File: config.mk
export PLATFORM = sky130hd
export DESIGN_NAME = vga_timing_rx
export DESIGN_NICKNAME = d
export VERILOG_FILES = /design/src/rtl/vga_timing_rx.sv
export SDC_FILE = /design/constraint.sdc
export NUM_CORES = 1
export LEC_CHECK = 0
export CAP_MARGIN = 10
export CORE_MARGIN = 3
export CORE_UTILIZATION = 53
export CTS_CLUSTER_SIZE = 10
export DETAILED_ROUTE_END_ITERATION = 6
export PLACE_DENSITY = 0.86
export SLEW_MARGIN = 20
export SYNTH_ARGS = -nofsm -noshare
export SYNTH_HDL_FRONTEND = slang
export SYNTH_SLANG_ARGS = --single-unit
File: constraint.sdc
create_clock -name clk -period 6.6 [get_ports clk]
set_clock_uncertainty 0.1 [all_clocks]
set_input_delay 0.66 -clock clk [delete_from_list [all_inputs] [get_ports clk]]
set_output_delay 0.66 -clock clk [all_outputs]
set_load 0.02 [all_outputs]
File: src/rtl/vga_timing_rx.sv
//==============================================================================
// Module   : vga_timing_rx
// Brief    : VGA 800x525 timing receiver: locks to hsync/vsync, recovers x/y/de
//            and pixel data. Optional per-frame CRC-16 under VGA_RX_CRC_EN.
// Revision : 1.0 - initial release
//==============================================================================
`default_nettype none

module vga_timing_rx #(
  parameter int H_TOTAL     = 800,
  parameter int V_TOTAL     = 525,
  parameter int H_ACT_START = 144,
  parameter int H_ACTIVE    = 640,
  parameter int V_ACT_START = 35,
  parameter int V_ACTIVE    = 480,
  parameter bit SYNC_POL    = 1'b1
) (
  input  logic        clk,
  input  logic        rst,
  input  logic        pix_en,
  input  logic        hsync,
  input  logic        vsync,
  input  logic [7:0]  red,
  input  logic [7:0]  green,
  input  logic [7:0]  blue,
  output logic        locked,
  output logic        de,
  output logic [9:0]  x,
  output logic [9:0]  y,
  output logic [7:0]  pix_r,
  output logic [7:0]  pix_g,
  output logic [7:0]  pix_b,
  output logic        frame_start,
  output logic [11:0] h_meas,
  output logic [11:0] v_meas,
  output logic [7:0]  err_count,
  output logic [15:0] frame_crc
);

  localparam logic [11:0] c_H_TOTAL   = 12'(H_TOTAL);
  localparam logic [11:0] c_V_TOTAL   = 12'(V_TOTAL);
  localparam logic [11:0] c_H_TMO     = 12'(2 * H_TOTAL);
  localparam logic [11:0] c_V_TMO     = 12'(2 * V_TOTAL);
  localparam logic [11:0] c_H_ACT_BEG = 12'(H_ACT_START);
  localparam logic [11:0] c_H_ACT_END = 12'(H_ACT_START + H_ACTIVE);
  localparam logic [11:0] c_V_ACT_BEG = 12'(V_ACT_START);
  localparam logic [11:0] c_V_ACT_END = 12'(V_ACT_START + V_ACTIVE);

  typedef enum logic [1:0] {
    ST_SEARCH  = 2'd0,
    ST_MEASURE = 2'd1,
    ST_LOCKED  = 2'd2
  } state_t;

  state_t      r_state;
  state_t      w_state_next;
  logic        w_err_inc;

  logic        r_hs_d;
  logic        r_vs_d;
  logic [11:0] r_h_pos;
  logic [11:0] r_v_pos;

  logic        r_de;
  logic [9:0]  r_x;
  logic [9:0]  r_y;
  logic [7:0]  r_pix_r;
  logic [7:0]  r_pix_g;
  logic [7:0]  r_pix_b;
  logic        r_fs_pulse;
  logic [11:0] r_h_meas;
  logic [11:0] r_v_meas;
  logic [7:0]  r_err_count;

  logic        w_hs_lvl;
  logic        w_vs_lvl;
  logic        w_hs_rise;
  logic        w_fs;
  logic [11:0] w_h_len;
  logic [11:0] w_v_len;
  logic [11:0] w_h_next;
  logic [11:0] w_v_next;
  logic        w_h_to;
  logic        w_v_to;
  logic        w_h_bad;
  logic        w_v_bad;
  logic        w_lock_next;
  logic        w_h_in;
  logic        w_v_in;
  logic        w_de;
  logic [9:0]  w_x;
  logic [9:0]  w_y;

  // Sync levels normalised so that 1 always means "asserted"
  assign w_hs_lvl  = (hsync == SYNC_POL);
  assign w_vs_lvl  = (vsync == SYNC_POL);
  assign w_hs_rise = pix_en & w_hs_lvl & ~r_hs_d;
  // vsync is only judged at line starts, so r_vs_d tracks its level at the last hs_rise
  assign w_fs      = w_hs_rise & w_vs_lvl & ~r_vs_d;

  assign w_h_len   = r_h_pos + 12'd1;
  assign w_v_len   = r_v_pos + 12'd1;

  always_comb begin
    w_h_next = r_h_pos;
    if (w_hs_rise) begin
      w_h_next = '0;
    end else if (r_h_pos != c_H_TMO) begin
      w_h_next = r_h_pos + 12'd1;
    end
  end

  always_comb begin
    w_v_next = r_v_pos;
    if (w_fs) begin
      w_v_next = '0;
    end else if (w_hs_rise && (r_v_pos != c_V_TMO)) begin
      w_v_next = r_v_pos + 12'd1;
    end
  end

  assign w_h_to  = pix_en & ~w_hs_rise & (w_h_next == c_H_TMO);
  assign w_v_to  = pix_en & ~w_fs & (w_v_next == c_V_TMO);
  assign w_h_bad = w_hs_rise & (w_h_len != c_H_TOTAL);
  assign w_v_bad = w_fs & (w_v_len != c_V_TOTAL);

  always_ff @(posedge clk) begin
    if (rst) begin
      r_state <= ST_SEARCH;
    end else begin
      r_state <= w_state_next;
    end
  end

  always_comb begin
    w_state_next = r_state;
    w_err_inc    = 1'b0;
    case (r_state)
      ST_SEARCH: begin
        if (w_fs) begin
          w_state_next = ST_MEASURE;
        end
      end
      ST_MEASURE: begin
        if (w_fs && (w_h_len == c_H_TOTAL) && (w_v_len == c_V_TOTAL)) begin
          w_state_next = ST_LOCKED;
        end
      end
      ST_LOCKED: begin
        if (w_h_bad || w_v_bad) begin
          w_state_next = ST_SEARCH;
          w_err_inc    = 1'b1;
        end
      end
      default: begin
        w_state_next = ST_SEARCH;
      end
    endcase
    // A timeout on the same sample as a mismatch still counts as one loss
    if (w_h_to || w_v_to) begin
      w_state_next = ST_SEARCH;
      if (r_state == ST_LOCKED) begin
        w_err_inc = 1'b1;
      end
    end
  end

  assign w_lock_next = (w_state_next == ST_LOCKED);
  assign w_h_in      = (w_h_next >= c_H_ACT_BEG) && (w_h_next < c_H_ACT_END);
  assign w_v_in      = (w_v_next >= c_V_ACT_BEG) && (w_v_next < c_V_ACT_END);
  assign w_de        = w_lock_next & w_h_in & w_v_in;
  assign w_x         = 10'(w_h_next - c_H_ACT_BEG);
  assign w_y         = 10'(w_v_next - c_V_ACT_BEG);

  always_ff @(posedge clk) begin
    if (rst) begin
      r_hs_d      <= 1'b0;
      r_vs_d      <= 1'b0;
      r_h_pos     <= '0;
      r_v_pos     <= '0;
      r_de        <= 1'b0;
      r_x         <= '0;
      r_y         <= '0;
      r_pix_r     <= '0;
      r_pix_g     <= '0;
      r_pix_b     <= '0;
      r_fs_pulse  <= 1'b0;
      r_h_meas    <= '0;
      r_v_meas    <= '0;
      r_err_count <= '0;
    end else begin
      r_fs_pulse <= w_fs;
      if (pix_en) begin
        r_hs_d  <= w_hs_lvl;
        r_h_pos <= w_h_next;
        r_v_pos <= w_v_next;
        if (w_hs_rise) begin
          r_vs_d   <= w_vs_lvl;
          r_h_meas <= w_h_len;
        end
        if (w_fs) begin
          r_v_meas <= w_v_len;
        end
        if (w_err_inc && (r_err_count != 8'hFF)) begin
          r_err_count <= r_err_count + 8'd1;
        end
        r_de    <= w_de;
        r_x     <= w_de ? w_x   : '0;
        r_y     <= w_de ? w_y   : '0;
        r_pix_r <= w_de ? red   : '0;
        r_pix_g <= w_de ? green : '0;
        r_pix_b <= w_de ? blue  : '0;
      end
    end
  end

  assign locked      = (r_state == ST_LOCKED);
  assign de          = r_de;
  assign x           = r_x;
  assign y           = r_y;
  assign pix_r       = r_pix_r;
  assign pix_g       = r_pix_g;
  assign pix_b       = r_pix_b;
  assign frame_start = r_fs_pulse;
  assign h_meas      = r_h_meas;
  assign v_meas      = r_v_meas;
  assign err_count   = r_err_count;

`ifdef VGA_RX_CRC_EN
  function automatic logic [15:0] f_crc16_step(input logic [15:0] crc, input logic [23:0] data);
    logic [15:0] v;
    v = crc;
    for (int i = 23; i >= 0; i--) begin
      if (v[15] ^ data[i]) begin
        v = {v[14:0], 1'b0} ^ 16'h1021;
      end else begin
        v = {v[14:0], 1'b0};
      end
    end
    return v;
  endfunction

  logic [15:0] r_crc_acc;
  logic [15:0] r_frame_crc;
  logic        r_full_lock;

  // r_full_lock: the frame in progress began locked and has stayed locked
  always_ff @(posedge clk) begin
    if (rst) begin
      r_crc_acc   <= 16'hFFFF;
      r_frame_crc <= '0;
      r_full_lock <= 1'b0;
    end else if (pix_en) begin
      if (w_fs) begin
        r_frame_crc <= r_full_lock ? r_crc_acc : 16'h0000;
        r_crc_acc   <= 16'hFFFF;
        r_full_lock <= w_lock_next;
      end else begin
        if (!w_lock_next) begin
          r_full_lock <= 1'b0;
        end
        if (w_de) begin
          r_crc_acc <= f_crc16_step(r_crc_acc, {red, green, blue});
        end
      end
    end
  end

  assign frame_crc = r_frame_crc;
`else
  assign frame_crc = 16'h0000;
`endif

endmodule

`default_nettype wire

**Yosys cells after proc, flatten, opt, wreduce, memory -nomap -nowiden**

Cells that the tools add are included.

- Logic and storage cells: 82
- Register bits after elaboration: 106

- Magnitude comparators: 4
- Eq/ne operators: 12
- Muxes and demuxes: 18
- Add/subtract/negate cells: 5
- Reductions and logical operators: 12
- Bitwise gates (word level): 16

Operators by type and width:

| operator | number |
|---|---|
| $mux 12 | 4 |
| $add 12x1->12 const B | 2 |
| $eq 12x10->1 const B | 2 |
| $eq 12x11->1 const B | 2 |
| $lt 12x10->1 const B | 2 |
| $mux 8 | 3 |
| $ne 12x10->1 const B | 2 |
| $ne 12x11->1 const B | 2 |
| $mux 10 | 2 |
| $and 1x1->1 | 12 |
| $ge 12x6->1 const B | 1 |
| $ge 12x8->1 const B | 1 |
| $sub 10x6->10 const B | 1 |
| $sub 10x8->10 const B | 1 |
| $add 8x1->8 const B | 1 |
| $mux 2 | 4 |
| $ne 8x8->1 const B | 1 |
| $logic_and 1x1->1 | 6 |
| $pmux 2 s3 | 1 |
| $reduce_and 2->1 | 3 |
| $eq 2x2->1 const B | 2 |
| $mux 1 | 4 |
| $not 1->1 | 4 |
| $eq 2x1->1 const B | 1 |
| other kinds (2) | 3 |

**Longest topological paths before layout**

Gate-level depths: netlist of run 1.

- Depth in word-level cells: 13
- Depth in mapped cells: 16
- Gate-level depth less buffers: 14

**Worst setup path after synthesis of run 1**

No wires, ideal clock.

- Path type: input-to-reg
- From: in pix_en
- To: reg r_y[3] (netlist: y[3])
- Slack: 2.669 ns
- Arrival: 3.714 ns
- Path buffers: 6
- Stages on the path: 15
- Required time: 6.383 ns
- Path through: buf_2 -> nand3b_1 -> clkbuf_1 -> buf_2 -> nor2_1 -> clkbuf_1 -> buf_1 -> nor2_1 -> ha_1 -> nand4b_1 -> a21o_1 -> a21oi_1 -> nor3_4 -> buf_6 -> a22o_1

- Longest elaborated chain between the ends: 13
- Elaborated cells on any way between the ends: 38
- Classes of those cells: 1 x add/sub; 4 x order compare; 3 x eq/ne; 9 x mux; 14 x bitwise; 7 x reduce/logical

RTL lines:

| what | RTL line | RTL |
|---|---|---|
| start, declared | 20 | `input logic pix_en,` |
| $and 1x1->1 * (2 in series) | 97 | `assign w_hs_rise = pix_en & w_hs_lvl & ~r_hs_d;` |
| $and 1x1->1 / $logic_and 1x1->1 (equally long branches) | 99, 117 |  |
| $and 1x1->1 / $mux 12 (equally long branches) | 99, 117 |  |
| $mux 12 * | 115 | `if (w_fs) begin` |
| via w_v_next[1] | 82 | `logic [11:0] w_v_next;` |
| $eq 12x11->1 | 123 | `assign w_v_to = pix_en & ~w_fs & (w_v_next == c_V_TMO);` |
| $and 1x1->1 | 123 |  |
| $logic_or 1x1->1 | 160 | `if (w_h_to \|\| w_v_to) begin` |
| $mux 2 | 160 |  |
| $eq 2x2->1 | 168 | `assign w_lock_next = (w_state_next == ST_LOCKED);` |
| $and 1x1->1 (2 in series) | 171 | `assign w_de = w_lock_next & w_h_in & w_v_in;` |
| $mux 10 * | 209 | `r_y <= w_de ? w_y : '0;` |
| end signal, assigned | 209 |  |
| end, declared | 66 | `logic [9:0] r_y;` |

The timed path passes the listed nets; every way through them passes the cells marked *.
A chain may end at the register's enable or synchronous reset.

**Worst setup path in the final report of run 1**

- From: in pix_en
- To: reg r_x[8] (netlist: x[8])

- Longest elaborated chain between the ends: 13
- Elaborated cells on any way between the ends: 38
- Classes of those cells: 1 x add/sub; 4 x order compare; 3 x eq/ne; 9 x mux; 14 x bitwise; 7 x reduce/logical

RTL lines:

| what | RTL line | RTL |
|---|---|---|
| $and 1x1->1 * (2 in series) | 97 |  |
| $and 1x1->1 / $logic_and 1x1->1 (equally long branches) | 99, 117 |  |
| $and 1x1->1 / $mux 12 (equally long branches) | 99, 117 |  |
| $mux 12 * | 115 |  |
| via w_v_next[1] | 82 |  |
| $eq 12x11->1 | 123 |  |
| $and 1x1->1 | 123 |  |
| $logic_or 1x1->1 | 160 |  |
| $mux 2 | 160 |  |
| $eq 2x2->1 | 168 |  |
| $and 1x1->1 | 171 |  |
| $and 1x1->1 * | 171 |  |
| $mux 10 * | 208 | `r_x <= w_de ? w_x : '0;` |
| end signal, assigned | 208 |  |
| end, declared | 65 | `logic [9:0] r_x;` |

Marked as above.

==> results of run 1 <==
[area by class of cell]
cell class,instances,share of cell area [%]
clock inverters,5,0.561
clock buffers,11,2.11
well taps,133,2.49
multi-input cells,450,45.4
flip-flops and latches,106,31.7
inverters,18,1.01
repair buffers,114,16.7
[Yosys cell counts, types with 6 or more instances]
master	number
sky130_fd_sc_hd__a21o_1	6
sky130_fd_sc_hd__nand3_1	17
sky130_fd_sc_hd__o21ai_0	17
sky130_fd_sc_hd__clkbuf_1	18
sky130_fd_sc_hd__buf_2	15
sky130_fd_sc_hd__nor3_1	12
sky130_fd_sc_hd__dfxtp_1	106
sky130_fd_sc_hd__nor2b_1	8
sky130_fd_sc_hd__ha_1	11
sky130_fd_sc_hd__nor2_1	70
sky130_fd_sc_hd__nand2b_1	7
sky130_fd_sc_hd__or4_1	7
sky130_fd_sc_hd__inv_1	18
sky130_fd_sc_hd__buf_1	7
sky130_fd_sc_hd__xor2_1	15
sky130_fd_sc_hd__nor4_1	9
sky130_fd_sc_hd__buf_4	18
sky130_fd_sc_hd__a22o_1	42
sky130_fd_sc_hd__nand4_1	11
sky130_fd_sc_hd__mux2i_1	10
sky130_fd_sc_hd__nand2_1	37
sky130_fd_sc_hd__a21oi_1	22
sky130_fd_sc_hd__and3_1	9
sky130_fd_sc_hd__xnor2_1	25
sky130_fd_sc_hd__a211oi_1	20
[cell families after synthesis]
kind of cell | Yosys count
AOI/OAI and AO/OA | 153
and+or+nand+nor | 218
DFF | 106
adders and majority gates | 11
other | 1
xor gates and xnor gates | 40
muxes | 12
buffers and inverters | 81
[routing by layer]
| layer | up-vias | track usage (%) | share of wire (%) |
|---|---|---|---|
| met5 | - | 0 | 0 |
| met4 | 0 | 6.76 | 1.8 |
| met3 | 28 | 5.19 | 9.2 |
| met2 | 247 | 39.7 | 44 |
| met1 | 2264 | 34.3 | 45 |
| li1 | 2377 | - | - |
[power by group through the flow]
stage / Combinational (mW) / Sequential [mW] / Clock (mW)
6_report: 0.123 / 0.659 / 0.373
5_1_grt: 0.133 / 0.661 / 0.409
4_1_cts: 0.122 / 0.659 / 0.382
3_5_place_dp: 0.121 / 0.673 / 0
3_3_place_gp: 0.119 / 0.673 / 0
2_1_floorplan: 0.0713 / 0.680 / 0
[worst paths after layout]
path,end,start,depth (start not counted)
hold / removal,de,de,1
setup / recovery,x[8],pix_en,13
hold reg to reg,de,de,1
setup reg to reg,x[8],r_v_pos[0],13
[flip-flops by register name, summed over array words and instances (netlist names), 2 cells and up]
name and cells:
r_h_pos 12, r_state 2, pix_g 8, v_meas 12, err_count 8, y 10, pix_b 8, h_meas 12
pix_r 8, r_v_pos 12, x 10
[critical path, cell delays in order]
cell and delay, ns:
sky130_fd_sc_hd__clkdlybuf4s50_1 0.46, sky130_fd_sc_hd__buf_4 0.27, sky130_fd_sc_hd__nand3b_1 0.37, sky130_fd_sc_hd__a31oi_1 0.67, sky130_fd_sc_hd__a21oi_1 0.19, sky130_fd_sc_hd__nor2_1 0.26, sky130_fd_sc_hd__ha_1 0.20, sky130_fd_sc_hd__nand4_1 0.16
sky130_fd_sc_hd__or4_1 0.62, sky130_fd_sc_hd__o211ai_2 0.17, sky130_fd_sc_hd__nor3_4 0.07, sky130_fd_sc_hd__buf_4 0.27, sky130_fd_sc_hd__a22o_1 0.26
[metrics by stage]
step / cells / worst slack (ns) / power (mW) / instance area [µm²]
after floorplan: 637 / 2.67 / 0.752 / 5590
after global placement: 821 / 2.00 / 0.792 / 6520
after detailed placement: 821 / 1.86 / 0.795 / 6520
after CTS: 837 / 2.25 / 1.16 / 6700
after global routing: 837 / 1.92 / 1.20 / 6700
final: 837 / 2.13 / 1.15 / 6700
==> impl_metrics.ini, run 1 <==
[clock_tree]
clkTransAtPathRegs_ns = 0.10
post_cts.repair.setup_buffers = 0
clock_latency_ns = 0.37
clk_path_buf_depth = 2
cts.htree.levels = 3
cts_tree = done
numClockSinks = 106
clockRootBuffer = sky130_fd_sc_hd__clkbuf_8
post_cts_resized = 0
post_cts_hold_buffer_count = 0
cts_inserted_buffers = 9

[power_and_ir_drop]
sw_frac_of_total_pct = 26.5
power_frac_comb_pct = 10.6
power.clock.fraction_pct = 32.3
vdd_ir_drop_max_uv = 79.4
pwr-share-seq_pct = 57.1
pwr_density_cell_mw_per_mm2 = 172
switchingPower_mw = 0.306
p_int_mw = 0.848
p_leak_nw = 2.47

[setup_path]
ff2ff_setup_slack_ns = 2.40
setup.worst_path.start_class = primary input
cp-end-kind = flip-flop
cp.arrival_ns = 4.63
timing_worst_setup_path_type = in2reg
cp_max_fo = 43
critical_path_rt_ns = 6.76

[global_routing]
global_route_wire_length_before_repair_um = 23500
global_route.usage.total_pct = 24.9
grt_pass1_vias = 4567
grt.overflow.total = 0
grt_antenna_before_repair = 0
pin_count_of_the_biggest_net_entering_global_routing = 64

[synthesis]
post_synth_edffs = 0
post_synth_instance_area_mm2 = 0.00553
postSynthCellCount = 622
syn_area_per_cell_um2 = 8.89
yosys.area_share.simple_pct = 21.0
yosys-mux-area-fraction_pct = 2.22
yosysWarnings = 0
dominant_combinational_cell_family_by_area_after_synthesis = compound AO/OA/AOI/OAI gates
cells_taking_the_most_area_after_synthesis = sky130_fd_sc_hd__dfxtp_1, sky130_fd_sc_hd__a22o_1, sky130_fd_sc_hd__nor2_1
synth_top_area_share_pct = 38.4
synthAdderAreaFrac_pct = 2.49
yosysSeqAreaShare_pct = 38.4
postSynthRegisterBits = 106
yosys.area_share.xor_xnor_pct = 6.33
ys.flop_type = sky130_fd_sc_hd__dfxtp_1
netlist.top_cell.by_area = sky130_fd_sc_hd__dfxtp_1
synth-compound-area-share_pct = 21.7
synth_cell_type_count = 75
ys_async_sr_fraction_pct = 0

[final_layout]
areaGrowthSynthToFinish_pct = 21.1
multi_input_area_mm2 = 0.00304
combined_flip_flop_and_latch_cell_area_mm2 = 0.00212
final.fill_count = 795
n_antenna_cell = 0
layout-drive-gt1-share_pct = 6.53
nets = 739
layout.cells.most_common_list = sky130_fd_sc_hd__dfxtp_1, sky130_fd_sc_hd__clkdlybuf4s50_1, sky130_fd_sc_hd__nor2_1
finish.utilization_pct = 67.3

[sta]
finalCritPeriodShare_pct = 67.7
finalMaxSlewViolations = 0
max-slew-margin-rel_pct = 22.1
fin_worst_hold_slack_ns = 0.361
final_hold_violations = 0
rsz0062_at_grt = no
finalSetupViolations = 0
setup_total_negative_slack_ns = 0
achievable-frequency_mhz = 224
max_slew.worst_pin.slew_ns = 1.15
layout_min_cycle_time_ns = 4.47

[floorplan]
floorplan.core_area_mm2 = 0.00995
boundaryPins = 124
fp.dieArea_mm2 = 0.0117
horizontal_die_dimension_um = 108
initial_core_util_pct = 55.6
row_count = 36
die_height_um = 108

[placed_design]
dpl.hpwl_um = 10700
port_buffers = 107
gp_routability_congestion = 0.968

[route]
route.final.wire_length_um = 14600
routed_wire_length_per_instance_um = 17.5
routed-via-count = 4916
antenna_violating_nets_post_route = 0
first_pass_iters = 5
drt_iter0_markers = 567
drt_drc = 0
vias_per_std_cell = 5.87

[run_status]
outcome = finished, final reports clean

[worst_hold_path]
hp-class = reg2reg

[run]
timing.max_cap.violations = 0
Power figures use the tool's default switching activity.
==> inputs of run 2 (changes only) <==
- CORE_UTILIZATION: 53 -> 46
- PLACE_DENSITY: 0.86 -> 0.8
- clock period: 6.6 -> 3.8 ns (I/O delays scaled with it)
==> run 2 against run 1 <==
Critical endpoint is now pix_b[1]. Highest routed layer unchanged. Count of clock-buffer cells in the layout unchanged. Routed wire length grew 5.0%. Flip-flop and latch count is the same. Via count grew 4.2%. Largest power group unchanged. First-iteration DRC count shrank 20%. Die area grew 14%.
==> impl_metrics.ini, run 2 (synthesis gave the netlist of run 1 again) <==
[run_status]
outcome = finished, final reports clean

[route]
drt_iter0_markers = 452
routed-via-count = 5122
routed_wire_length_per_instance_um = 17.6
antenna_violating_nets_post_route = 0
route.final.wire_length_um = 15400
first_pass_iters = 5
drt_drc = 0
vias_per_std_cell = 5.88

[setup_path]
cp_max_fo = 43
cp-end-kind = flip-flop
critical_path_rt_ns = 3.95
setup.worst_path.start_class = flip-flop
timing_worst_setup_path_type = reg2reg
cp.arrival_ns = 3.75

[clock_tree]
numClockSinks = 106
cts_tree = done
clk_path_buf_depth = 2
clockRootBuffer = sky130_fd_sc_hd__clkbuf_16
clkTransAtPathRegs_ns = 0.07
post_cts.repair.setup_buffers = 0
clock_latency_ns = 0.36
cts.htree.levels = 3
cts_inserted_buffers = 9
post_cts_hold_buffer_count = 0
post_cts_resized = 0

[sta]
layout_min_cycle_time_ns = 3.61
finalSetupViolations = 0
rsz0062_at_grt = no
setup_total_negative_slack_ns = 0
fin_worst_hold_slack_ns = 0.363
finalCritPeriodShare_pct = 94.9
max_slew.worst_pin.slew_ns = 0.557
final_hold_violations = 0
achievable-frequency_mhz = 277
max-slew-margin-rel_pct = 62.4
finalMaxSlewViolations = 0

[placed_design]
placed_cells = 855
port_buffers = 107
dpl.hpwl_um = 11500
gp_routability_congestion = 0.936

[power_and_ir_drop]
p_leak_nw = 2.66
pwr_density_cell_mw_per_mm2 = 330
vdd_ir_drop_max_uv = 252

[floorplan]
horizontal_die_dimension_um = 116
floorplan.core_area_mm2 = 0.0116
row_count = 39
initial_core_util_pct = 47.8
boundaryPins = 124
fp.dieArea_mm2 = 0.0134
die_height_um = 116

[run]
timing.max_cap.violations = 0

[worst_hold_path]
hp-class = reg2reg

[global_routing]
grt.overflow.total = 0
grt_pass1_vias = 4708
grt_antenna_before_repair = 0
pin_count_of_the_biggest_net_entering_global_routing = 44
global_route.usage.total_pct = 22.8
global_route_wire_length_before_repair_um = 24400

[final_layout]
layout-drive-gt1-share_pct = 10.0
n_antenna_cell = 0
final_cell_count_no_fill = 871
nets = 763
layout.cells.most_common_list = sky130_fd_sc_hd__clkdlybuf4s50_1, sky130_fd_sc_hd__dfxtp_1, sky130_fd_sc_hd__nor2_1
final_common_cell = sky130_fd_sc_hd__clkdlybuf4s50_1
areaGrowthSynthToFinish_pct = 27.1
-- run 2: final timing paths --
path              startpoint        end  slack [ns]  cells after the start
setup / recovery  r_h_pos[0]   pix_b[1]        0.19                     14
hold / removal     v_meas[1]  v_meas[1]        0.36                      2
hold reg to reg    v_meas[1]  v_meas[1]        0.36                      2
setup reg to reg  r_h_pos[0]   pix_b[1]        0.19                     14
-- run 2: area by class of cell --
class	instances	area, µm²
inverters	18	67.6
multi-input cells	450	3060
fillers	968	4530
flip-flops and latches	106	2120
clock buffers	11	233
well taps	143	179
clock inverters	5	61.3
repair buffers	138	1310
-- run 2: layer usage --
metal	share of wire, %	up-vias	track usage, %
met2	43	282	35.0
met5	0	-	0
met4	1.9	0	7.58
li1	-	2429	-
met1	45	2388	31.4
met3	9.8	23	5.69
-- run 2: stage by stage --
step	utilization [%]	area, µm²	total power, mW	setup slack (ns)
5_1_grt	60.8	7030	2.41	0.0783
2_1_floorplan	-	5590	1.31	0.149
6_report	60.8	7030	2.32	0.195
3_5_place_dp	58.1	6720	1.39	0.248
3_3_place_gp	58.1	6720	1.38	0.241
4_1_cts	60.7	7020	2.34	0.229
-- run 2: power breakdown --
part | leakage, nW | switching [mW] | internal [mW]
Sequential | 0.858 | 0.0145 | 1.13
Clock | 0.144 | 0.442 | 0.517
Combinational | 1.66 | 0.130 | 0.0918
-- run 2: critical path, stage by stage, from the launching register on --
cell and delay (ns):
sky130_fd_sc_hd__dfxtp_1 0.42, sky130_fd_sc_hd__inv_1 0.16, sky130_fd_sc_hd__ha_1 0.19, sky130_fd_sc_hd__nand3_1 0.17
sky130_fd_sc_hd__or3_1 0.42, sky130_fd_sc_hd__and2_2 0.25, sky130_fd_sc_hd__nand2b_1 0.14, sky130_fd_sc_hd__ha_1 0.23
sky130_fd_sc_hd__nand3_1 0.18, sky130_fd_sc_hd__a211o_1 0.32, sky130_fd_sc_hd__a211o_1 0.31, sky130_fd_sc_hd__nand4_2 0.13
sky130_fd_sc_hd__nor3_4 0.07, sky130_fd_sc_hd__buf_12 0.19, sky130_fd_sc_hd__a22o_1 0.20
==> inputs of run 3 (changes only) <==
- ABC_CLOCK_PERIOD_IN_PS: unset -> 3800
==> results of run 3 <==
No change in the layout: final DEF, timing and power equal those of run 2.
